## config.mk

```make
export PLATFORM = sky130hd
export DESIGN_NAME = multicycle_control_fsm
export DESIGN_NICKNAME = d
export VERILOG_FILES = /design/src/rtl/multicycle_control_fsm_pkg.sv /design/src/rtl/multicycle_control_fsm_mem_wait_timer.sv /design/src/rtl/multicycle_control_fsm.sv
export SDC_FILE = /design/constraint.sdc
export NUM_CORES = 1
export LEC_CHECK = 0
export BUFFER_PORTS_ARGS = -buffer_cell sky130_fd_sc_hd__buf_4
export CORE_AREA = 2 2 72 74
export CTS_BUF_LIST = sky130_fd_sc_hd__clkbuf_8
export DETAILED_ROUTE_END_ITERATION = 12
export DIE_AREA = 0 0 74 76
export PLACE_DENSITY = 0.79
export RECOVER_POWER = 100
export SKIP_LAST_GASP = 1
export SYNTH_ARGS = -nofsm -noshare
export SYNTH_HDL_FRONTEND = slang
export SYNTH_SLANG_ARGS = --single-unit
```

## constraint.sdc

```tcl
create_clock -name clk -period 4.93 [get_ports clk]
set_clock_uncertainty 0.1 [all_clocks]
set_input_delay 1.479 -clock clk [delete_from_list [all_inputs] [get_ports clk]]
set_output_delay 1.479 -clock clk [all_outputs]
set_load 0.005 [all_outputs]
```

## src/rtl/multicycle_control_fsm_pkg.sv

```systemverilog
// Shared encodings for the multi-cycle RV32I sequencer: opcodes, FSM states and
// the datapath select/fault codes driven by the controller.
package multicycle_control_fsm_pkg;

    localparam logic [6:0] OPC_LOAD   = 7'b0000011;
    localparam logic [6:0] OPC_OP_IMM = 7'b0010011;
    localparam logic [6:0] OPC_STORE  = 7'b0100011;
    localparam logic [6:0] OPC_OP     = 7'b0110011;
    localparam logic [6:0] OPC_BRANCH = 7'b1100011;
    localparam logic [6:0] OPC_JALR   = 7'b1100111;
    localparam logic [6:0] OPC_JAL    = 7'b1101111;
    localparam logic [6:0] OPC_SYSTEM = 7'b1110011;

    typedef enum logic [2:0] {
        S_IF   = 3'd0,
        S_ID   = 3'd1,
        S_EX   = 3'd2,
        S_MEM  = 3'd3,
        S_WB   = 3'd4,
        S_HALT = 3'd5
    } state_t;

    localparam logic [1:0] WB_ALU = 2'b00;
    localparam logic [1:0] WB_MDR = 2'b01;
    localparam logic [1:0] WB_PC4 = 2'b10;

    localparam logic [1:0] PC_PLUS4 = 2'b00;
    localparam logic [1:0] PC_IMM   = 2'b01;
    localparam logic [1:0] PC_ALU   = 2'b10;

    localparam logic [1:0] ALU_ADD    = 2'b00;
    localparam logic [1:0] ALU_BRANCH = 2'b01;
    localparam logic [1:0] ALU_FUNCT  = 2'b10;

    localparam logic [1:0] FAULT_NONE    = 2'b00;
    localparam logic [1:0] FAULT_TIMEOUT = 2'b01;
    localparam logic [1:0] FAULT_ILLEGAL = 2'b10;

    // Only the opcodes this controller knows how to sequence; anything else faults in ID.
    function automatic logic is_legal_opcode(input logic [6:0] op);
        case (op)
            OPC_LOAD, OPC_OP_IMM, OPC_STORE, OPC_OP,
            OPC_BRANCH, OPC_JALR, OPC_JAL, OPC_SYSTEM: return 1'b1;
            default:                                   return 1'b0;
        endcase
    endfunction

endpackage

```

## src/rtl/multicycle_control_fsm_mem_wait_timer.sv

```systemverilog
// Counts cycles spent waiting on memory; expired flags the last permitted wait cycle.
module mem_wait_timer #(
    parameter int TIMEOUT_CYCLES = 255
) (
    input  logic clk,
    input  logic reset,
    input  logic clear,
    input  logic enable,
    output logic expired
);

    localparam int W = $clog2(TIMEOUT_CYCLES + 1);

    logic [W-1:0] count;

    always_ff @(posedge clk or negedge reset) begin
        if (!reset) begin
            count <= '0;
        end else if (clear) begin
            count <= '0;
        end else if (enable) begin
            count <= count + W'(1);
        end
    end

    // Asserted during the TIMEOUT_CYCLES-th consecutive waiting cycle.
    assign expired = (count == W'(TIMEOUT_CYCLES - 1));

endmodule

```

## src/rtl/multicycle_control_fsm.sv

```systemverilog
// Multi-cycle RV32I sequencer: walks IF/ID/EX/MEM/WB, drives datapath enables and selects,
// handshakes with shared memory and counts retired instructions.
module multicycle_control_fsm
    import multicycle_control_fsm_pkg::*;
#(
    parameter int TIMEOUT_CYCLES = 255,
    parameter int CNT_W          = 32
) (
    input  logic             clk,
    input  logic             reset,
    input  logic [6:0]       opcode,
    input  logic             halt_req,
    input  logic             bcond,
    input  logic             mem_ready,
    output logic             mem_read,
    output logic             mem_write,
    output logic             i_or_d,
    output logic             ir_write,
    output logic             reg_write,
    output logic [1:0]       wb_sel,
    output logic             alu_src_a,
    output logic             alu_src_b,
    output logic [1:0]       alu_op_sel,
    output logic             pc_write,
    output logic [1:0]       pc_source,
    output logic             is_halted,
    output logic [1:0]       fault,
    output logic [CNT_W-1:0] retired_count
);

    state_t     state, state_next;
    logic [1:0] fault_next;
    logic       timer_clear, timer_enable, timer_expired;

    mem_wait_timer #(.TIMEOUT_CYCLES(TIMEOUT_CYCLES)) u_timer (
        .clk     (clk),
        .reset   (reset),
        .clear   (timer_clear),
        .enable  (timer_enable),
        .expired (timer_expired)
    );

    always_ff @(posedge clk or negedge reset) begin
        if (!reset) begin
            state         <= S_IF;
            fault         <= FAULT_NONE;
            retired_count <= '0;
        end else begin
            state <= state_next;
            fault <= fault_next;
            if (pc_write) begin
                retired_count <= retired_count + CNT_W'(1);
            end
        end
    end

    assign is_halted = (state == S_HALT);

    // The timer is held clear except while a request is outstanding, so it restarts on every IF/MEM entry.
    always_comb begin
        state_next   = state;
        fault_next   = fault;
        timer_clear  = 1'b1;
        timer_enable = 1'b0;
        mem_read     = 1'b0;
        mem_write    = 1'b0;
        i_or_d       = 1'b0;
        ir_write     = 1'b0;
        reg_write    = 1'b0;
        wb_sel       = WB_ALU;
        alu_src_a    = 1'b0;
        alu_src_b    = 1'b0;
        alu_op_sel   = ALU_ADD;
        pc_write     = 1'b0;
        pc_source    = PC_PLUS4;

        if (reset) begin
            case (state)
                S_IF: begin
                    mem_read = 1'b1;
                    if (mem_ready) begin
                        ir_write   = 1'b1;
                        state_next = S_ID;
                    end else if (timer_expired) begin
                        state_next = S_HALT;
                        fault_next = FAULT_TIMEOUT;
                    end else begin
                        timer_clear  = 1'b0;
                        timer_enable = 1'b1;
                    end
                end
                S_ID: begin
                    if (opcode == OPC_SYSTEM && halt_req) begin
                        state_next = S_HALT;
                    end else if (!is_legal_opcode(opcode)) begin
                        state_next = S_HALT;
                        fault_next = FAULT_ILLEGAL;
                    end else begin
                        state_next = S_EX;
                    end
                end
                S_EX: begin
                    case (opcode)
                        OPC_OP, OPC_OP_IMM: begin
                            alu_op_sel = ALU_FUNCT;
                            alu_src_b  = (opcode == OPC_OP_IMM);
                            state_next = S_WB;
                        end
                        OPC_LOAD, OPC_STORE: begin
                            alu_src_b  = 1'b1;
                            state_next = S_MEM;
                        end
                        OPC_BRANCH: begin
                            alu_op_sel = ALU_BRANCH;
                            pc_write   = 1'b1;
                            pc_source  = bcond ? PC_IMM : PC_PLUS4;
                            state_next = S_IF;
                        end
                        OPC_JAL, OPC_JALR: state_next = S_WB;
                        OPC_SYSTEM: begin
                            pc_write   = 1'b1;
                            state_next = S_IF;
                        end
                        default: begin
                            state_next = S_HALT;
                            fault_next = FAULT_ILLEGAL;
                        end
                    endcase
                end
                S_MEM: begin
                    i_or_d    = 1'b1;
                    mem_read  = (opcode == OPC_LOAD);
                    mem_write = (opcode == OPC_STORE);
                    if (mem_ready) begin
                        if (opcode == OPC_LOAD) begin
                            state_next = S_WB;
                        end else begin
                            pc_write   = 1'b1;
                            state_next = S_IF;
                        end
                    end else if (timer_expired) begin
                        state_next = S_HALT;
                        fault_next = FAULT_TIMEOUT;
                    end else begin
                        timer_clear  = 1'b0;
                        timer_enable = 1'b1;
                    end
                end
                S_WB: begin
                    reg_write  = 1'b1;
                    pc_write   = 1'b1;
                    state_next = S_IF;
                    case (opcode)
                        OPC_LOAD: wb_sel = WB_MDR;
                        OPC_JAL: begin
                            wb_sel    = WB_PC4;
                            pc_source = PC_IMM;
                        end
                        OPC_JALR: begin
                            wb_sel    = WB_PC4;
                            pc_source = PC_ALU;
                            alu_src_b = 1'b1;
                        end
                        default: ;
                    endcase
                end
                S_HALT:  state_next = S_HALT;
                default: state_next = S_HALT;
            endcase
        end
    end

endmodule

```

## Yosys cells after proc, flatten, opt, wreduce, memory -nomap -nowiden

Index checks and enable logic that the tools add are counted.

| operators by class | value |
|---|---|
| equal/unequal tests | 19 |
| add/subtract/negate cells | 2 |
| multiplexer cells | 59 |
| reduce and logical (&&, ||, !) cells | 12 |

Operators by type and width:

| cell | number |
|---|---|
| $add A32 B1 Y32 const B | 1 |
| $mux W1 | 30 |
| $eq A7 B7 Y1 const B | 4 |
| $mux W2 | 10 |
| $mux W3 | 6 |
| $mux W8 | 2 |
| $pmux W2 S2 | 4 |
| $pmux W3 S5 | 1 |
| $eq A7 B6 Y1 const B | 2 |
| $reduce_or A2 Y1 | 5 |
| $pmux W3 S3 | 1 |
| $add A8 B1 Y8 const B | 1 |
| $eq A8 B8 Y1 const B | 1 |
| $ne A2 B2 Y1 const B | 4 |
| $reduce_or A8 Y1 | 1 |
| $eq A7 B2 Y1 const B | 1 |
| $eq A7 B5 Y1 const B | 1 |
| $reduce_and A7 Y1 | 1 |
| $eq A3 B2 Y1 const B | 2 |
| $eq A3 B3 Y1 const B | 2 |
| $pmux W1 S2 | 3 |
| $pmux W2 S3 | 1 |
| $reduce_or A4 Y1 | 1 |
| $eq A3 B1 Y1 const B | 1 |
| other kinds (6) | 6 |

| word-level totals | value |
|---|---|
| flip-flop bits (word level) | 45 |
| output and inout bits | 49 |
| bits of input ports | 12 |
| word-level logic and storage cells | 96 |

## Depth between registers and ports, before layout

| depth | value |
|---|---|
| word-level depth | 9 |
| depth in mapped cells | 7 |
| depth with buffers taken out | 7 |

## Modules after synthesis

A second synthesis with hierarchy kept.

| unflattened totals | value |
|---|---|
| cells, all modules | 274 |
| area, all modules | 2668.8 um2 |

By module, submodules not included:

| module | area an instance (um2) | instances | cells an instance | sequential area each (um2) |
|---|---|---|---|---|
| multicycle_control_fsm | 2258.4 | 1 | 233 | 925.9 |
| mem_wait_timer | 410.4 | 1 | 41 | 200.2 |

## Least setup slack after synthesis

OpenSTA, ideal clock, no wires.

| timing path | value |
|---|---|
| path type | input to output |
| start | in reset |
| end | out alu_src_b |
| buffers on the path | 1 |
| cell stages on the path | 6 |
| setup slack | 917 ps |
| data required time | 3351 ps |
| arrival | 2434 ps |
| cells stage by stage | buf_4 inv_1 nor2_1 nand2_1 nor3_1 a21o_1 |

| on the way | value |
|---|---|
| longest elaborated chain between the ends | 1 |

RTL lines:

| element | RTL line | text |
|---|---|---|
| from (decl) | multicycle_control_fsm.sv:10 | `input logic reset,` |
| $mux W1 | multicycle_control_fsm.sv:77 | `if (reset) begin` |
| to (decl) | multicycle_control_fsm.sv:22 | `output logic alu_src_b,` |

Every way passes these cells.

## Final worst setup path

| timing path | value |
|---|---|
| start | in reset |
| end | out pc_write |

| on the way | value |
|---|---|
| longest elaborated chain between the ends | 1 |

RTL lines:

| element | RTL line | text |
|---|---|---|
| $mux W1 | multicycle_control_fsm.sv:77 |  |
| to (decl) | multicycle_control_fsm.sv:24 | `output logic pc_write,` |

Every way passes these cells.

==> results.sh <==
export IMPL_end_kind="output pin"
export IMPL_cts_buffers=5
export IMPL_nets=338
export IMPL_grtUsageTotal_pct=21.2
export IMPL_crit_path_end="pc_write"
export IMPL_critPathLaunchType="input port"
export IMPL_antennaDiodeCount=0
export IMPL_drc_errors=0
export IMPL_ir_drop_mv=0.252
export IMPL_synth_warnings=0
export IMPL_io_pins=61
export IMPL_hp_class="reg -> reg"
export IMPL_dp_cells=386
export IMPL_antenna_found_initial=0
export IMPL_power_density_nw_per_um2=305
export IMPL_ys_seq_area_share_pct=44.0
export IMPL_cap_violations=1
export IMPL_dr_pass1_iters=4
export IMPL_area_growth_pct=21.0
export IMPL_routed_via_count=2138
export IMPL_cts_tree="done"
export IMPL_reg2reg_to="retired_count[22]$_DFFE_PN0P_"
export IMPL_finalSetupViolCount=0
export IMPL_rsz0062_at_grt="false"
export IMPL_io_buffers=59
export IMPL_p_leak_nw=1.50
export IMPL_postSynthCellCount=260
export IMPL_die_x_um=74
export IMPL_min_period_ns=4.35
export IMPL_relSlewSlack_pct=-7.19
export IMPL_period_share_pct=88.3
export IMPL_instances_no_fill=394
export IMPL_cts_root_buf="clkbuf_8"
export IMPL_hold_viol_final=0
export IMPL_htreeDepth=2
export IMPL_postSynthAreaPerCell_um2=9.85
export IMPL_clk_pin_slew_ns=0.09
export IMPL_ys_ff_latch=45
export IMPL_cp_arrival_ns=2.77
export IMPL_grt_max_degree=32
export IMPL_row_count=26
export IMPL_viasPerCell=5.43
export IMPL_core_area_um2=4910
export IMPL_dp_hpwl_um=4170
export IMPL_finalSetupTns_ns=0
export IMPL_r2r_cells=6
export IMPL_cts_resized_gates=0
export IMPL_timing_reg2reg_setup_slack_ns=2.34
export IMPL_synth_edf_count=0
export IMPL_status="finished, violations left"
export IMPL_synth_fp_nets=275
export IMPL_violations="max-capacitance violations, max-slew violations"
export IMPL_cts_hold_buf=0
export IMPL_grt_pass1_vias=1934
export IMPL_die_area_um2=5620
export IMPL_tightest_slew_ns=1.61
export IMPL_path_class="in -> out"
export IMPL_postCtsSetupBuffers=0
export IMPL_gr_total_overflow=0
export IMPL_netlist_area_um2=2560
export IMPL_synth_cell_types=51
export IMPL_cts_buffer_depth=2
export IMPL_timing_fmax_ghz=0.230
export IMPL_antenna_left=0
export IMPL_async_flop_share_pct=100
export IMPL_grt_pass1_wl_um=9420
export IMPL_maxSlewViolCount=32
export IMPL_wl_per_cell_um=14.2
export IMPL_synthFlopType="dfrtp_1"
export IMPL_critical_path_startpoint="reset"
export IMPL_r2r_start="state[0]$_DFFE_PN0P_"
export IMPL_clock_sinks=45
export IMPL_drive_gt1_share_pct=21.6
export IMPL_fp_dieH_um=76
export IMPL_gp_congestion=0.927
export IMPL_clk_latency_ns=0.30
export IMPL_routed_wl_um=5610
export IMPL_drt_initial_drc_count=146
export IMPL_worstPathRequired_ns=3.35
export IMPL_initial_core_util_pct=52.1
export IMPL_cp_max_fo=24
## power by group
part / switching, mW / internal, mW / total, mW
clock network: 0.125 / 0.150 / 0.275
registers: 0.0526 / 0.399 / 0.451
logic: 0.114 / 0.104 / 0.218
total: 0.292 / 0.653 / 0.945
## through the flow
stage | cell area (um^2) | total power [mW] | setup slack (ns) | hold slack (ns) | utilization [%]
finish | 3100 | 0.945 | 0.579 | 0.369 | 63.0
global route | 3100 | 0.994 | 0.374 | 0.381 | 63.0
CTS | 3180 | 0.969 | 0.651 | 0.375 | 64.6
detailed placement | 3060 | 0.693 | 0.654 | 0.362 | 62.4
global placement | 3060 | 0.689 | 0.670 | 0.357 | 62.4
floorplan | 2560 | 0.588 | 0.917 | 0.365 | -
## flip-flops by register name (all words and copies together), names as in the netlist
register,cells
fault,2
retired_count,32
state,3
u_timer.count,8
## critical path, stage by stage
cell,delay [ns]
buf_4,0.27
nand4b_1,0.19
a211oi_1,0.50
a21oi_4,0.05
inv_1,0.12
clkbuf_4,0.14
## cell families (layout without fill, tap and decap cells)
logic type | after synthesis | in the layout | share of synthesized area [%]
and+or+nand+nor | 132 | 132 | 30.1
DFF | 45 | 45 | 44.0
xor gates and xnor gates | 38 | 38 | 13.0
AOI/OAI and AO/OA | 27 | 27 | 7.97
buffers and inverters | 13 | 77 | 2.93
adders and majority gates | 3 | 3 | 1.47
other | 1 | 1 | 0.146
muxes | 1 | 1 | 0.440
## cells in the final DEF, fill, tap and decap left out, types with 2 or more instances in the layout
cell type and instances:
clkbuf_8 5, nor3b_1 2, or3_1 2, nor2b_1 5, o21ai_0 3, a211oi_1 2, xnor2_1 11, nor4b_1 3
xor2_1 27, a21oi_1 6, buf_4 14, o22ai_1 2, nand2b_1 4, nand2_1 23, nor3_1 14, and2_0 3
or2_2 2, a31oi_1 3, clkbuf_4 43, nor4_1 5, nand3_1 16, nor2_1 27, inv_1 8, nand4_1 10
clkbuf_1 5, ha_1 3, nand4b_1 2, and3_1 6, dfrtp_1 45
## Yosys cell counts, drive strengths merged (2+ instances only)
cell type  number  area [um^2]
nor4            7         96.3
nand3          16         80.1
nor3b           2         15.0
and2            4         25.0
o21ai           3         15.0
dfrtp          45         1130
buf             5         45.0
a31oi           3         18.8
xnor2          11         96.3
nand2          23         86.3
inv             7         26.3
nand2b          4         25.0
nor2b           5         31.3
o22ai           2         12.5
nor4b           3         26.3
nand4b          2         32.5
nor2           27          101
xor2           27          236
a21oi           7         50.1
ha              3         37.5
or2             2         12.5
or3             2         12.5
and3            6         37.5
a211oi          2         20.0
nor3           14         75.1
nand4          10         62.6
## area by class of cell
cell class / instances / area, um^2
timing repair buffer: 62 / 447
multi-input combinational: 202 / 1300
tap: 70 / 87.6
clock inverter: 3 / 42.5
inverter: 7 / 26.3
sequential: 45 / 1130
fill: 431 / 1820
clock buffer: 5 / 68.8
## layer usage
| metal | track usage, % | up-vias | share of wire (%) |
|---|---|---|---|
| li1 | - | 1042 | - |
| met1 | 30.6 | 1027 | 47 |
| met2 | 32.0 | 61 | 46 |
| met3 | 3.31 | 8 | 5.1 |
| met4 | 8.00 | 0 | 1.6 |
| met5 | 0 | - | 0 |
## worst min-delay path by stage
stage | startpoint | endpoint | slack, ns | cells past startpoint
after CTS | retired_count[31]$_DFFE_PN0P_ | retired_count[31]$_DFFE_PN0P_ | 0.38 | 1
after global routing | retired_count[31]$_DFFE_PN0P_ | retired_count[31]$_DFFE_PN0P_ | 0.38 | 1
final | retired_count[31]$_DFFE_PN0P_ | retired_count[31]$_DFFE_PN0P_ | 0.37 | 1
after floorplan | retired_count[31]$_DFFE_PN0P_ | retired_count[31]$_DFFE_PN0P_ | 0.36 | 1
after detailed placement | retired_count[31]$_DFFE_PN0P_ | retired_count[31]$_DFFE_PN0P_ | 0.36 | 1
after global placement | retired_count[31]$_DFFE_PN0P_ | retired_count[31]$_DFFE_PN0P_ | 0.36 | 1
Power figures use the tool's default switching activity.
